==> config.mk <==
export PLATFORM = sky130hd
export DESIGN_NAME = reg_serial_tx
export DESIGN_NICKNAME = d
export VERILOG_FILES = /design/src/rtl/reg_link_pkg.sv /design/src/rtl/sclk_tick_gen.sv /design/src/rtl/reg_serial_tx.sv
export SDC_FILE = /design/constraint.sdc
export NUM_CORES = 1
export LEC_CHECK = 0
export ABC_CLOCK_PERIOD_IN_PS = 1850
export CAP_MARGIN = 20
export CORE_MARGIN = 2
export CORE_UTILIZATION = 31
export CTS_CLUSTER_DIAMETER = 50
export DETAILED_ROUTE_END_ITERATION = 7
export SLEW_MARGIN = 30
export SYNTH_ARGS = -nofsm -noshare
export SYNTH_HDL_FRONTEND = slang
export SYNTH_SLANG_ARGS = --single-unit
==> constraint.sdc <==
create_clock -name clk -period 1.85 [get_ports clk]
set_input_delay 0.37 -clock clk [delete_from_list [all_inputs] [get_ports clk]]
set_output_delay 0.37 -clock clk [all_outputs]
set_load 0.01 [all_outputs]
==> src/rtl/reg_link_pkg.sv <==
// rtl/reg_link_pkg.sv - state encoding and default frame geometry shared by the register read-out link
package reg_link_pkg;

  typedef enum logic [1:0] {
    IDLE  = 2'd0,
    SHIFT = 2'd1,
    DONE  = 2'd2
  } link_state_t;

  localparam int LINK_WIDTH   = 15;
  localparam int LINK_CLK_DIV = 4;

endpackage

==> src/rtl/sclk_tick_gen.sv <==
// rtl/sclk_tick_gen.sv - sclk half-period divider producing a toggle strobe and its direction
module sclk_tick_gen #(
  parameter int CLK_DIV = 4
) (
  input  logic clk,
  input  logic reset,
  input  logic enable,
  input  logic clear,
  input  logic sclk,
  output logic tick,
  output logic tick_fall
);

  localparam int DIV_W = (CLK_DIV > 1) ? $clog2(CLK_DIV) : 1;
  localparam logic [DIV_W-1:0] DIV_LAST = DIV_W'(CLK_DIV - 1);

  logic [DIV_W-1:0] div_cnt;

  always_ff @(posedge clk or posedge reset) begin
    if (reset) begin
      div_cnt <= '0;
    end else if (clear) begin
      div_cnt <= '0;
    end else if (enable) begin
      if (div_cnt == DIV_LAST) begin
        div_cnt <= '0;
      end else begin
        div_cnt <= div_cnt + 1'b1;
      end
    end
  end

  assign tick = enable && (div_cnt == DIV_LAST);
  // sclk still holds its pre-toggle level, so a tick while high is the falling toggle
  assign tick_fall = tick && sclk;

endmodule

==> src/rtl/reg_serial_tx.sv <==
// rtl/reg_serial_tx.sv - captures a register word and shifts it out MSB-first on sclk/sdata/frame_n
module reg_serial_tx
  import reg_link_pkg::*;
#(
  parameter int WIDTH   = LINK_WIDTH,
  parameter int CLK_DIV = LINK_CLK_DIV
) (
  input  logic             clk,
  input  logic             reset,
  input  logic             start,
  input  logic [WIDTH-1:0] data_in,
  output logic             busy,
  output logic             done,
  output logic             sclk,
  output logic             sdata,
  output logic             frame_n
);

  localparam int BIT_W = $clog2(WIDTH);
  localparam logic [BIT_W-1:0] BIT_LAST = BIT_W'(WIDTH - 1);

  link_state_t      state;
  link_state_t      next_state;
  logic [WIDTH-1:0] shreg;
  logic [BIT_W-1:0] bit_cnt;
  logic             accept;
  logic             tick;
  logic             tick_fall;
  logic             last_fall;
  logic             busy_d;
  logic             done_d;
  logic             frame_n_d;

  assign accept    = (state == IDLE) && start;
  assign last_fall = tick_fall && (bit_cnt == BIT_LAST);

  sclk_tick_gen #(
    .CLK_DIV(CLK_DIV)
  ) u_tick (
    .clk      (clk),
    .reset    (reset),
    .enable   (state == SHIFT),
    .clear    (accept),
    .sclk     (sclk),
    .tick     (tick),
    .tick_fall(tick_fall)
  );

  always_ff @(posedge clk or posedge reset) begin
    if (reset) begin
      state <= IDLE;
    end else begin
      state <= next_state;
    end
  end

  always_comb begin
    next_state = IDLE;
    case (state)
      IDLE:    next_state = start ? SHIFT : IDLE;
      SHIFT:   next_state = last_fall ? DONE : SHIFT;
      DONE:    next_state = IDLE;
      default: next_state = IDLE;
    endcase
  end

  // Decoded from next_state so the flops below hold the values for the coming cycle
  always_comb begin
    busy_d    = 1'b0;
    done_d    = 1'b0;
    frame_n_d = 1'b1;
    case (next_state)
      SHIFT: begin
        busy_d    = 1'b1;
        frame_n_d = 1'b0;
      end
      DONE: begin
        busy_d = 1'b1;
        done_d = 1'b1;
      end
      default: begin
        busy_d    = 1'b0;
        done_d    = 1'b0;
        frame_n_d = 1'b1;
      end
    endcase
  end

  always_ff @(posedge clk or posedge reset) begin
    if (reset) begin
      busy    <= 1'b0;
      done    <= 1'b0;
      frame_n <= 1'b1;
    end else begin
      busy    <= busy_d;
      done    <= done_d;
      frame_n <= frame_n_d;
    end
  end

  // sdata is the shift register MSB; clearing shreg outside SHIFT keeps the line low when idle
  always_ff @(posedge clk or posedge reset) begin
    if (reset) begin
      shreg   <= '0;
      bit_cnt <= '0;
      sclk    <= 1'b0;
    end else if (accept) begin
      shreg   <= data_in;
      bit_cnt <= '0;
      sclk    <= 1'b0;
    end else if (state == SHIFT) begin
      if (last_fall) begin
        shreg <= '0;
        sclk  <= 1'b0;
      end else if (tick_fall) begin
        shreg   <= {shreg[WIDTH-2:0], 1'b0};
        bit_cnt <= bit_cnt + 1'b1;
        sclk    <= 1'b0;
      end else if (tick) begin
        sclk <= 1'b1;
      end
    end else begin
      shreg <= '0;
      sclk  <= 1'b0;
    end
  end

  assign sdata = shreg[WIDTH-1];

endmodule

---- After elaboration in Yosys (flattened, before gate mapping) ----
Index checks and enable logic that the tools add are counted.
word-level totals
  output and inout bits ................... 5
  input port bits ......................... 18
  register bits ........................... 27
cells by class
  reductions and logical operators ........ 9
  equal/unequal tests ..................... 8
  add/sub/neg operators ................... 2
  multiplexer cells ....................... 22
operators by type and width
  kind                                                              number
  15-bit 2-to-1 mux                                                 4
  4-bit 2-to-1 mux                                                  4
  1-bit 2-to-1 mux                                                  9
  2-bit 2-to-1 mux                                                  4
  5-bit != test (second input constant)                             1
  4-bit by 1-bit adder with 4-bit output (second input constant)    1
  2-bit by 1-bit == test with 1-bit output (second input constant)  2
  2-bit == test (second input constant)                             2
  4-bit == test (second input constant)                             1
  1-bit logical AND                                                 4
  4-bit != test (second input constant)                             1
  2-bit case mux with 2 select lines                                1
  2-bit nonzero test                                                2
  3-bit AND reduction                                               1
  2-bit by 1-bit adder with 2-bit output (second input constant)    1
  2-bit logical NOT                                                 1
  2-bit != test (second input constant)                             1
  2-bit OR reduction                                                1

---- Depth between registers and ports, before layout ----
Gate-level depths: netlist of run 1.
  depth after elaboration ................. 9
  depth in mapped cells ................... 8

---- Hierarchy ----
Synthesis of run 1 repeated with hierarchy kept, for this count alone.
second synthesis, totals
  cells, all modules ...................... 120
  area, all modules ....................... 1,391.3 µm²
modules (own cells, without submodules)
  module         area each (µm²)  cells each  times used  seq. area each (µm²)
  reg_serial_tx  1,275.0          109         1           626.9
  sclk_tick_gen  116.4            11          1           50.0

---- Worst setup path before layout of run 1 ----
Ideal clock, no wire load.
  path type ............................... reg-to-reg
  start ................................... register u_tick.div_cnt[0]
  end ..................................... register shreg[13]
  cell stages (with the launch flop) ...... 6
  buffers on the path ..................... 1
  data arrival time ....................... 1,391 ps
  setup slack ............................. 333 ps
  cells stage by stage .................... dfrtp_1 ha_1 and4b_4 buf_6 and3_1 a221o_1
on the way
  word-level cells in the longest chain between the ends .. 7
  elaborated cells on any way between the ends .. 8
RTL lines
  element                   line                  text
  start: declaration        sclk_tick_gen.sv:17   logic [DIV_W-1:0] div_cnt;
  start signal: assignment  sclk_tick_gen.sv:28   div_cnt <= div_cnt + 1'b1;
  2-bit == test *           sclk_tick_gen.sv:33   assign tick = enable && (div_cnt == DIV_LAST);
  1-bit logical AND *       sclk_tick_gen.sv:33
  1-bit logical AND *       sclk_tick_gen.sv:35   assign tick_fall = tick && sclk;
  1-bit logical AND         reg_serial_tx.sv:35   assign last_fall = tick_fall && (bit_cnt == BIT_LAST);
  15-bit 2-to-1 mux         reg_serial_tx.sv:112  if (last_fall) begin
  15-bit 2-to-1 mux         reg_serial_tx.sv:111  end else if (state == SHIFT) begin
  15-bit 2-to-1 mux         reg_serial_tx.sv:107  end else if (accept) begin
  end signal: assignment    reg_serial_tx.sv:108  shreg <= data_in;
  end signal: assignment    reg_serial_tx.sv:116  shreg <= {shreg[WIDTH-2:0], 1'b0};
  end: declaration          reg_serial_tx.sv:24   logic [WIDTH-1:0] shreg;
Mark *: on every way between the ends. The rest lies on a longest branch, timed or not.
A chain may end at the register's enable or synchronous reset.

---- Final worst setup path of run 1 ----
  start ................................... register frame_n
  end ..................................... output frame_n
RTL lines
  element                   line                 text
  start: declaration        reg_serial_tx.sv:16  output logic frame_n
  start signal: assignment  reg_serial_tx.sv:97  frame_n <= frame_n_d;
No word-level cell between the ends.

==> summary by stage, run 1 <==
Global routing
The global routing met2 resource utilization is between 10% and 20%. The routing usage on met1 is a little under a fifth. The number of antenna violations at the first check in global routing is 0. The met3 layer usage reported by global route is 3.04%. The layer with the highest usage after global routing is met2. Global routing used ~13% of the available tracks across all layers. After global routing the overflow that remains totals 0. The maximum number of pins on one net before global-route repair is 28.

The via count of the first global-routing pass came to 905. The wire length of the first global-routing pass is about 4300 microns.

Critical path
The number of buffers and inverters on the critical path is 1. In this run the worst path has a maximum fanout of 1. The kind of critical path is reg2out. The slack of the worst reg-to-reg path is about 0.25 ns.

STA classifies the critical path startpoint as a register. Traced cell by cell, the critical path runs through clkdlybuf4s50_1. The worst stage delay on the critical path is 0.53 ns. Among all stages on the critical path, the largest delay is contributed by clkdlybuf4s50_1.

The worst register-to-register path begins at u_tick.div_cnt[0]$_DFFE_PP0P_. The cell count of the worst reg-to-reg path is 7. The worst endpoint required time is roughly 1.5 ns. On the critical path the largest part of the delay comes from buffers and inverters.

The critical path capture point type is an output pin. For the worst setup path, the data arrival time is between 1 and 1.5 ns. The end of the worst register-to-register path is frame_n$_DFF_PP1_.

Placed design
OpenSTA, run right after detailed placement, puts the worst setup slack at roughly 0.066 ns. The final weighted congestion of routability-driven global placement is ~0.74. Summed over all nets, the half-perimeter wirelength after detailed placement is around 1700 microns. After detailed placement, the total cell area comes to roughly 1500 sq um. The number of buffers inserted by port buffering is 22.

Yosys
The Yosys step of the flow raised 0 warnings. The share of synthesized flip-flops with an asynchronous set or reset is 100%. Counting instances in the post-synthesis netlist gives the leading cell types as dfrtp_1 (26), a221o_1 (14), and3_1 (14). The dominant synthesized flop cell is dfrtp_1. The synthesized design contains 27 register bits. The top-area cell type share of the netlist area is between 50% and 60%.

The synthesized netlist net count is around 120. Summing every instance area after synthesis gives about 1200 sq um. Synthesis instantiated 31 different standard cells from the library. The synthesized instance count is 99. The synthesized design spends more area on one cell type than any other, namely dfrtp_1. By area the synthesized netlist is led by dfrtp_1 (53%), a221o_1 (11%), and3_1 (7.1%). The number of enable-type register cells in the synthesized netlist is 0.

The most instantiated library cell after synthesis is dfrtp_1. The sequential share of the synthesized area is between 50% and 60%. After synthesis, the mean cell area works out to between 10 and 15 sq um.

Outcome
The flow ran to the end, and the final reports show no timing, DRC or antenna violations.

Die
The I/O pin count is 23. The die boundary width is roughly 67 microns. The initial cell density of the core is roughly a third. The core region is about 3700 sq um. The y dimension of the die is approximately 67 microns. The floorplan step defined a die boundary enclosing roughly 4500 sq um. The floorplan has 22 rows.

Power
For this design the ratio of total power to cell area is 1250 nW/um^2. The maximum VDD drop is about 500 uV. The total chip power is approximately 2000 uW. The leakage power is 0.000741 uW.

STA
In this run the tightest slew margin relative to its limit is a little under 80%. The final clock period utilization by the worst path is between 90% and 100%. The number of endpoints with negative hold slack in the final report is 0. The accumulated negative setup slack is 0 ns. The minimum clock period after layout is about 1.7 ns.

The max-slew violation total from the final report is 0. In the post-route analysis, the smallest setup slack over all paths is roughly 0.17 ns. The setup skew after layout is 0.00663 ns.

Setup repair after global routing left no endpoint under its margin. Based on the critical path, the design can be clocked at up to 0.594 GHz. At the pin with the least slew margin, the transition time is roughly 0.34 ns. Setup violations remaining at the end of the flow were counted as 0.

Finish
The layout filler cell count is about 380. The fraction of final layout cells sized beyond drive strength 1 is 11.1%. The final net count is 150. The repair_antennas step left the layout with diodes totalling 0.

The relative area change from synthesis to final layout is 28.4%. The post-route cell area is 1580 sq um.

Clocking
The number of sinks on the clock net is 27. The clock latency reported for the late side of the worst-skew pair is between 0.2 and 0.3 ns. The number of setup buffers added after CTS is 0. The clock-pin slew reported for the worst setup and hold paths after clock tree synthesis is roughly 0.090 ns.

The cell chosen for the clock root is clkbuf_8. The clock tree from TritonCTS is done. The maximum level of the CTS H-tree is 1. Clock tree synthesis inserted a total of 3 buffers. Counting along the longest clock path gives a buffer depth of 2. After clock tree synthesis, the flow added hold-fix buffers numbering 0. The number of gates resized after CTS is 0.

Min path
The worst hold-check path type is in2async.

Drt
The post-detailed-route DRC marker count is 0. The routed layout has 906 vias. In the routed layout, each cell is associated on average with a via count of about 5.2. The number of design-rule violations left by the first detailed-router iteration is between 50 and 60.

The overall routed net length is about 2500 microns. Once detail routing completed, the nets flagged for antenna violations numbered 0. The per-cell routed wire length is about 14 microns. The pre-antenna-repair detailed-routing pass consisted of 4 iterations.

Job
Across the run, the number of max-cap violations was 0.
[where the power goes]
part | leakage (uW) | internal (uW) | switching, uW
Sequential | 0.000344 | 823 | 151
Clock | 0.0000217 | 153 | 183
Combinational | 0.000375 | 379 | 276
[layout by cell type, fill, tap and decap left out, types with 2 or more instances in the layout]
cell type | netlist | routed
a21oi_1 | 2 | 2
ha_1 | 5 | 5
a22o_1 | 2 | 2
and3_1 | 14 | 14
clkdlybuf4s50_1 | 0 | 22
clkbuf_8 | 0 | 3
dfrtp_1 | 26 | 26
nand2_1 | 3 | 3
inv_1 | 6 | 6
mux2i_1 | 2 | 2
a221o_1 | 14 | 14
nand2b_1 | 2 | 2
buf_4 | 2 | 4
nand3_1 | 2 | 2
[cell families (layout without fill, tap and decap cells)]
logic type                 count (synthesis)  in the layout  synth area share [%]
and+or+nand+nor                           30             30                  15.8
DFF                                       27             27                  55.1
AOI/OAI and AO/OA                         24             24                  17.3
buffers and inverters                     10             37                  4.28
adders and majority gates                  5              5                  5.10
muxes                                      2              2                  1.63
xor gates and xnor gates                   1              1                 0.714
[through the flow]
| step | hold WS, ns | utilization (%) | instances |
|---|---|---|---|
| 2_1_floorplan | 0.422 | - | 99 |
| 3_3_place_gp | 0.476 | 40.8 | 170 |
| 3_5_place_dp | 0.486 | 40.8 | 170 |
| 4_1_cts | 0.468 | 42.1 | 174 |
| 5_1_grt | 0.492 | 42.1 | 174 |
| 6_report | 0.448 | 42.1 | 174 |
[metal layers]
metal | vias to the layer above | share of wire (%)
met1 | 448 | 51
met3 | 4 | 4.6
met4 | 0 | 1.0
li1 | 432 | -
met5 | - | 0
met2 | 22 | 44
[cell type report]
class / instances / area, sq um / share of cell area, %
multi-input cells: 62 / 498 / 31.6
inverters: 6 / 22.5 / 1.43
clock buffers: 3 / 41.3 / 2.62
well taps: 48 / 60.1 / 3.81
flip-flops and latches: 27 / 677 / 42.9
clock inverters: 1 / 7.51 / 0.476
repair buffers: 27 / 270 / 17.1
[flip-flops by register name, summed over array words and instances (netlist names)]
signal and flops:
shreg 15, bit_cnt 4, state 2, u_tick.div_cnt 2, busy 1, done 1
frame_n 1, sclk 1
[how the worst max path moves through the flow]
stage | cells after the start | slack (ns) | from | end
floorplan | 5 | 0.33 | u_tick.div_cnt[0]$_DFFE_PP0P_ | shreg[13]$_DFFE_PP0P_
global placement | 5 | 0.12 | start | frame_n$_DFF_PP1_
detailed placement | 5 | 0.07 | start | frame_n$_DFF_PP1_
CTS | 1 | 0.15 | frame_n$_DFF_PP1_ | frame_n
global route | 7 | 0.11 | u_tick.div_cnt[0]$_DFFE_PP0P_ | frame_n$_DFF_PP1_
finish | 1 | 0.17 | frame_n$_DFF_PP1_ | frame_n
No activity file was read; power rests on OpenSTA's default activity.
==> run 2: changes to the inputs <==
CORE_UTILIZATION = 44   (was 31)
DONT_BUFFER_PORTS = 1   (was default)
==> run 2 against run 1 <==
Compared with the run above:
- die area down 28%
- core utilization up 6.5 points
- worst setup slack better by 0.015 ns
- sequential cell count unchanged
- clock power down 28%
- combinational power down 18%
- highest routed layer unchanged
- routed wire length down 7.5%
- via count down 9.3%
- critical path depth up 5
- maximum frequency up 0.90%
- non-clock buffer count down 20
==> summary by stage, run 2 (synthesized netlist as in run 1, its figures left out) <==
STA
The setup skew after layout is ~0.0011 ns. The headroom to the max-slew limit is between 70 and 80%. Setup repair after global routing left no endpoint under its margin.

The max-slew violation total from the final report is 0. The number of endpoints with negative hold slack in the final report is 0. The maximum clock frequency is around 0.60 GHz. Setup violations remaining at the end of the flow were counted as 0. The minimum clock period after layout is ~1.7 ns.

The accumulated negative setup slack is 0 ns. The actual slew at the worst max-slew pin is 0.332 ns. The final clock period utilization by the worst path is 90.2%.

Drt
For this run, design rule violations remaining after detail routing come to 0. The final layout contains routed wiring with a total length of ~2300 microns. The first routing iteration left 55 violations. The number of vias after detailed routing is a little over 800. Dividing the detail-routed wire length by the instance count gives ~17 microns.

The remaining number of nets flagged by the antenna check after routing is 0. Using the TritonRoute via totals, the vias-per-cell ratio works out to about 6.0. The number of detailed-routing iterations run before antenna repair is 4.

Finish
Cells with a size suffix above 1 make up approximately 14% of the layout. The largest register by flop count is shreg. Summing all multi-input logic gate instances after layout gives roughly 500 sq um.

The library cells used most frequently in the layout, excluding fill and tap cells, are dfrtp_1 (26), and3_1 (14), a221o_1 (14), inv_1 (6), buf_4 (6). In the final layout, the registers with the most flip-flops are shreg (15), bit_cnt (4). The register with the most flip-flops in the layout has 15 of them. The post-route cell area is around 1300 sq um.

The final net count is 130. From synthesis to final layout, the design area changed by 7.44%. The sequential cells in the finished layout cover a total of a little under 700 sq um. The layout filler cell count is 262. 0 antenna diodes ended up in the layout. The leading cell type in the layout, fill and taps excluded is dfrtp_1.

Global routing
The number of antenna violations at the first check in global routing is 0. The maximum number of pins on one net before global-route repair is 28. The first global-routing pass estimated about 4000 microns of wire. In the global route stage, overall resource usage came out at between 10% and 20%. The via count of the first global-routing pass is about 850. Summed over all layers, the global routing overflow is 0.

Critical path
The worst endpoint required time is ~2.1 ns. By instance count, the cell type seen most on the critical path is ha_1. In this run the worst path has a maximum fanout of 13. The critical-path cell with the highest stage delay is dfrtp_1. The cell family with the largest share of critical-path delay is adder cells. STA classifies the critical path endpoint as a register. The critical path arrival is just under 2 ns. The worst stage delay on the critical path is around 0.39 ns. STA classifies the critical path startpoint as a register. By startpoint and endpoint, the worst setup path is classified as reg2reg.

The critical path goes through ha_1 > and4b_4 > nand2b_1 > a21oi_1 > ha_1 > inv_1. Together, buffers and inverters on the worst path number 1.

Clocking
The maximum level of the CTS H-tree is 1. The longest clock path from root to sink contains 2 buffers. For this design, the sink count on the clock tree is 27. The clock tree from TritonCTS is done. The number of clock buffers added by TritonCTS is 3. For the worst-skew pair, the clock arrives at the later sink with an insertion delay of between 0.3 and 0.4 ns. The cell chosen for the clock root is clkbuf_4. Clock-pin slew was measured on the worst setup and hold paths at 0.13 ns.

Die
The floorplan has 19 rows. The floorplan step set the die width to around 57 microns. The area of the placeable core is around 2700 sq um. The y dimension of the die is 56.8 microns. In this run the count of I/O pins placed on the die edge is 23.

For this configuration, the core starts out at a cell density of a little under half. The die covers approximately 3200 sq um.

Power
IR analysis of the VDD net gives a maximum drop of roughly 810 uV. The total power density per cell area is around 1300 nW/um^2. The leakage power is 0.000659 uW. The design draws ~1800 uW.

Placed design
The final weighted congestion of routability-driven global placement is 0.656. The number of buffers inserted by port buffering is 0. The detailed placer's ending HPWL is roughly 1600 microns. Summing all placed instances gives a cell area of approximately 1300 sq um.

Min path
In this run the worst hold path is classified as in2reg.

Outcome
The run finished with clean final reports.

Job
The tool flagged a number of max-cap violations equal to 0.
## run 2: cell type report
class	instances	share of cell area, %
clock buffer	3	1.71
multi-input combinational	62	37.8
timing repair buffer	7	4.17
tap	31	2.94
clock inverter	1	0.380
inverter	6	1.71
sequential	27	51.3
## run 2: power by group
group          switching (uW)  internal (uW)
Combinational             239            296
Sequential                165            822
Clock                     161           80.8
Total                     564           1200
## run 2: repair_timing
item                       4_1_cts  5_1_grt
buffers inserted                 0        2
gates resized for setup          0        0
hold buffers                     1        0
hold endpoints to repair        26        0
setup endpoints to repair        0        1
## run 2: routing by layer
metal  routed length [microns]  vias up  GRT usage [%]  share of wire [%]
met5                         0        -              0                  0
met4                        19        0           4.98               0.83
met3                        95        2           3.46                4.2
met2                      1160       18           25.6                 51
met1                      1000      408           22.4                 44
li1                          -      394              -                  -
## run 2: path summary, 6_finish.rpt
check,from,endpoint,slack [ns],depth (start not counted)
min reg2reg,u_tick.div_cnt[0]$_DFFE_PP0P_,u_tick.div_cnt[0]$_DFFE_PP0P_,0.51,1
max,u_tick.div_cnt[0]$_DFFE_PP0P_,busy$_DFF_PP0_,0.18,6
max reg2reg,u_tick.div_cnt[0]$_DFFE_PP0P_,busy$_DFF_PP0_,0.18,6
max in group asynchronous,reset,frame_n$_DFF_PP1_,1.02,3
min in group asynchronous,reset,bit_cnt[0]$_DFFE_PP0P_,0.53,3
min,data_in[0],shreg[0]$_DFFE_PP0P_,0.19,1
## run 2: stage by stage
step / utilization (%) / hold WS [ns] / setup WS, ns / std cells
after floorplan: - / 0.422 / 0.333 / 99
after global placement: 46.7 / 0.341 / 0.252 / 130
after detailed placement: 46.7 / 0.343 / 0.155 / 130
after CTS: 48.1 / 0.173 / 0.125 / 135
after global routing: 48.7 / 0.157 / 0.0163 / 137
final: 48.7 / 0.190 / 0.181 / 137
==> run 3: changes to the inputs <==
CORE_UTILIZATION = 60   (was 44)
GPL_TIMING_DRIVEN = 1   (was default)
PLACE_DENSITY = 0.76   (was default)
TNS_END_PERCENT = 10   (was default)
==> run 3 against run 2 <==
Compared with the run above:
- hold slack worse by 0.017 ns
- global-route usage increased by 6.5 points
- via count is 3.0% higher
- critical path type unchanged
- maximum frequency is 2.7% higher
- first-iteration DRC count shrank 53%
- routed wire length increased by 0.88%
- non-clock buffer count shrank 1
- clock-buffer cell count is the same
- worst setup slack better by 0.044 ns
- clock skew grew 0.0068 ns
- power grew 2.0%
- sequential power about the same
==> summary by stage, run 3 (synthesized netlist as in run 1, its figures left out) <==
Finish
The final net count is 129. Of the cells placed in the final design, the portion with a size suffix greater than 1 is 14.3%. The relative area change from synthesis to final layout is 6.83%. The library cells used most frequently in the layout, excluding fill and tap cells, are dfrtp_1 (26), and3_1 (14), a221o_1 (14), inv_1 (6), buf_4 (5). The largest register by flop count is shreg. The flip-flop count of the largest register after layout is 15. For this run, the share of the core covered by cells in the final layout is between 60% and 70%. The library cell used most frequently in the layout, excluding fill and tap cells, is dfrtp_1.

The largest registers in the layout are shreg (15), bit_cnt (4). The number of antenna cells inserted is 0.

STA
The number of endpoints with negative hold slack in the final report was 0. For the pin with the worst max-slew slack, the measured transition is approximately 0.42 ns. The minimum clock period after layout is between 1.5 and 2 ns. The final critical path takes up between 80 and 90% of the cycle. For the final database, setup skew stands at just under 0.008 ns. The worst pin sits at a relative slew slack of a little under three quarters. The final critical-path setup slack is between 0.2 and 0.25 ns.

The max-slew violation total from the final report is 0. For this run, the top clock speed supported by timing is between 0.6 and 0.7 GHz. In the final timing run, aggregate negative setup slack is 0 ns.

Setup repair after global routing left no endpoint under its margin. The number of failing setup endpoints in the final timing report is 0.

Die
The die is about 49 microns wide. The floorplan die area is between 2000 and 2500 sq um. The area of the placeable core is approximately 1900 sq um. The floorplan step set the die height to between 40 and 50 microns. Once the floorplan was initialized, standard cells occupied 63.2% of the core. Row generation in the floorplan step produced 16 rows. In this run the count of I/O pins placed on the die edge is 23.

Placed design
The detailed placer's ending HPWL is approximately 1600 microns. The pre-CTS worst setup slack is around 0.14 ns. At the end of routability-driven placement, the weighted congestion stood at approximately 0.82. The number of buffers inserted by port buffering is 0.

Power
The maximum VDD drop is 867 uV. The leakage power is about 0.00065 uW. Of the total power, the clock network draws 14.2%.

Sequential cells burn 55.7% of the power. The total power density per cell area is between 1000 and 1500 nW/um^2. After layout, the design draws a total of between 1500 and 2000 uW. Of the total power, the share spent switching nets is 33.1%.

Cell internal power was estimated by the tool at roughly 1200 uW. The power share of the combinational group is ~30%. The reported net switching power is 596 uW.

Job
The tool flagged a number of max-cap violations equal to 0.

Clocking
The clock-pin slew reported for the worst setup and hold paths after clock tree synthesis is 0.15 ns. The cell chosen for the clock root is clkbuf_4. CTS built an H-tree with a depth of 1.

The longest clock path from root to sink contains 2 buffers. The clock latency reported for the late side of the worst-skew pair is 0.33 ns. TritonCTS created 3 clock buffers. The tree built by TritonCTS fans out to 27 sinks. The clock tree from TritonCTS is done.

Drt
The first TritonRoute pass finished after 4 iterations. The number of vias per cell after detailed routing is between 6 and 7. For this block, the via count after detailed routing is approximately 850. The post-detailed-route DRC marker count is 0. After detailed routing, the average wire length per cell comes to roughly 17 microns. In this run the remaining antenna-violating nets after routing total 0. In this run, the number of DRC markers left after iteration 0 of detailed routing was 26. The overall routed net length is approximately 2300 microns.

Critical path
The cell count of the worst reg-to-reg path is 5. The cell family contributing the most delay on the critical path is flip-flops. The worst endpoint required time is about 2.1 ns. The worst register-to-register path ends at shreg[9]$_DFFE_PP0P_. The slowest stage of the critical path belongs to the cell dfrtp_1. In this design, the stage delay of the slowest critical-path cell is between 0.4 and 0.5 ns. The kind of critical path is reg2reg. The instance count on the critical path is 5.

The largest fanout of any net on the critical path is 16. In this run the critical register-to-register path is launched from u_tick.div_cnt[0]$_DFFE_PP0P_. The slack of the worst reg-to-reg path is around 0.23 ns. The worst setup path is launched from a register. The worst setup path is captured at a register. The number of buffers and inverters on the critical path is 1. The critical path arrival is between 1.5 and 2 ns. The signal on the critical path passes through ha_2 > and4b_4 > buf_4 > and3_1 > a221o_1.

Min path
The end of the worst hold path is shreg[14]$_DFFE_PP0P_. The min-delay analysis places its worst path in the category in2reg. The startpoint identified for the worst hold timing path is data_in[14]. Counting instances, the worst hold path has a depth of 1.

Global routing
The number of antenna violations at the first check in global routing was 0. The via count of the first global-routing pass is 852. The global router's overall resource usage is 22.7%.

Global routing finished with a remaining overflow of 0. The wire length of the first global-routing pass is about 4000 microns. Entering global routing, the biggest net connects 18 pins.

Outcome
The flow ran to the end, and the final reports show no timing, DRC or antenna violations.
[run 3: changes by cell type in the layout (fill, tap and decap cells not counted), sizes merged]
cell / before / now
clkinvlp: 0 / 1
buf: 6 / 5
clkinv: 1 / 0
[run 3: through the flow]
step           hold WS [ns]  area [sq um]  instances
3_3_place_gp          0.274          1260        126
3_5_place_dp          0.276          1260        126
4_1_cts               0.162          1300        131
6_report              0.173          1310        132
5_1_grt               0.143          1310        132
2_1_floorplan         0.422          1230         99
[run 3: layout make-up]
cell class / count / area, sq um
sequential: 27 / 677
tap: 27 / 33.8
timing repair buffer: 6 / 47.5
multi-input combinational: 62 / 500
inverter: 6 / 22.5
clock inverter: 1 / 7.51
fill: 145 / 631
clock buffer: 3 / 22.5
[run 3: what timing repair did]
item / CTS / global route
buffers inserted: 0 / 1
endpoints found under the hold margin: 10 / 0
hold buffers: 1 / 0
resized for setup: 0 / 1
setup endpoints to repair: 0 / 2
[run 3: how the worst max path moves through the flow]
stage                                        startpoint               endpoint
after floorplan           u_tick.div_cnt[0]$_DFFE_PP0P_  shreg[13]$_DFFE_PP0P_
after global placement    u_tick.div_cnt[0]$_DFFE_PP0P_         busy$_DFF_PP0_
after detailed placement  u_tick.div_cnt[0]$_DFFE_PP0P_         busy$_DFF_PP0_
after CTS                 u_tick.div_cnt[0]$_DFFE_PP0P_         busy$_DFF_PP0_
after global routing             bit_cnt[0]$_DFFE_PP0P_      frame_n$_DFF_PP1_
final                     u_tick.div_cnt[0]$_DFFE_PP0P_   shreg[9]$_DFFE_PP0P_
[run 3: power groups by stage]
stage | registers (uW) | logic, uW | clock network (uW)
finish | 1000 | 540 | 256
global route | 1040 | 613 | 298
CTS | 997 | 533 | 266
detailed placement | 1000 | 529 | 0
global placement | 994 | 495 | 0
floorplan | 957 | 445 | 0
[run 3: metal layers]
metal | routed length (microns) | global-route usage (%) | vias up
met5 | 0 | 0 | -
met4 | 61 | 12.4 | 0
met1 | 1050 | 28.6 | 427
li1 | - | - | 389
met2 | 1090 | 35.6 | 24
met3 | 96 | 5.83 | 7
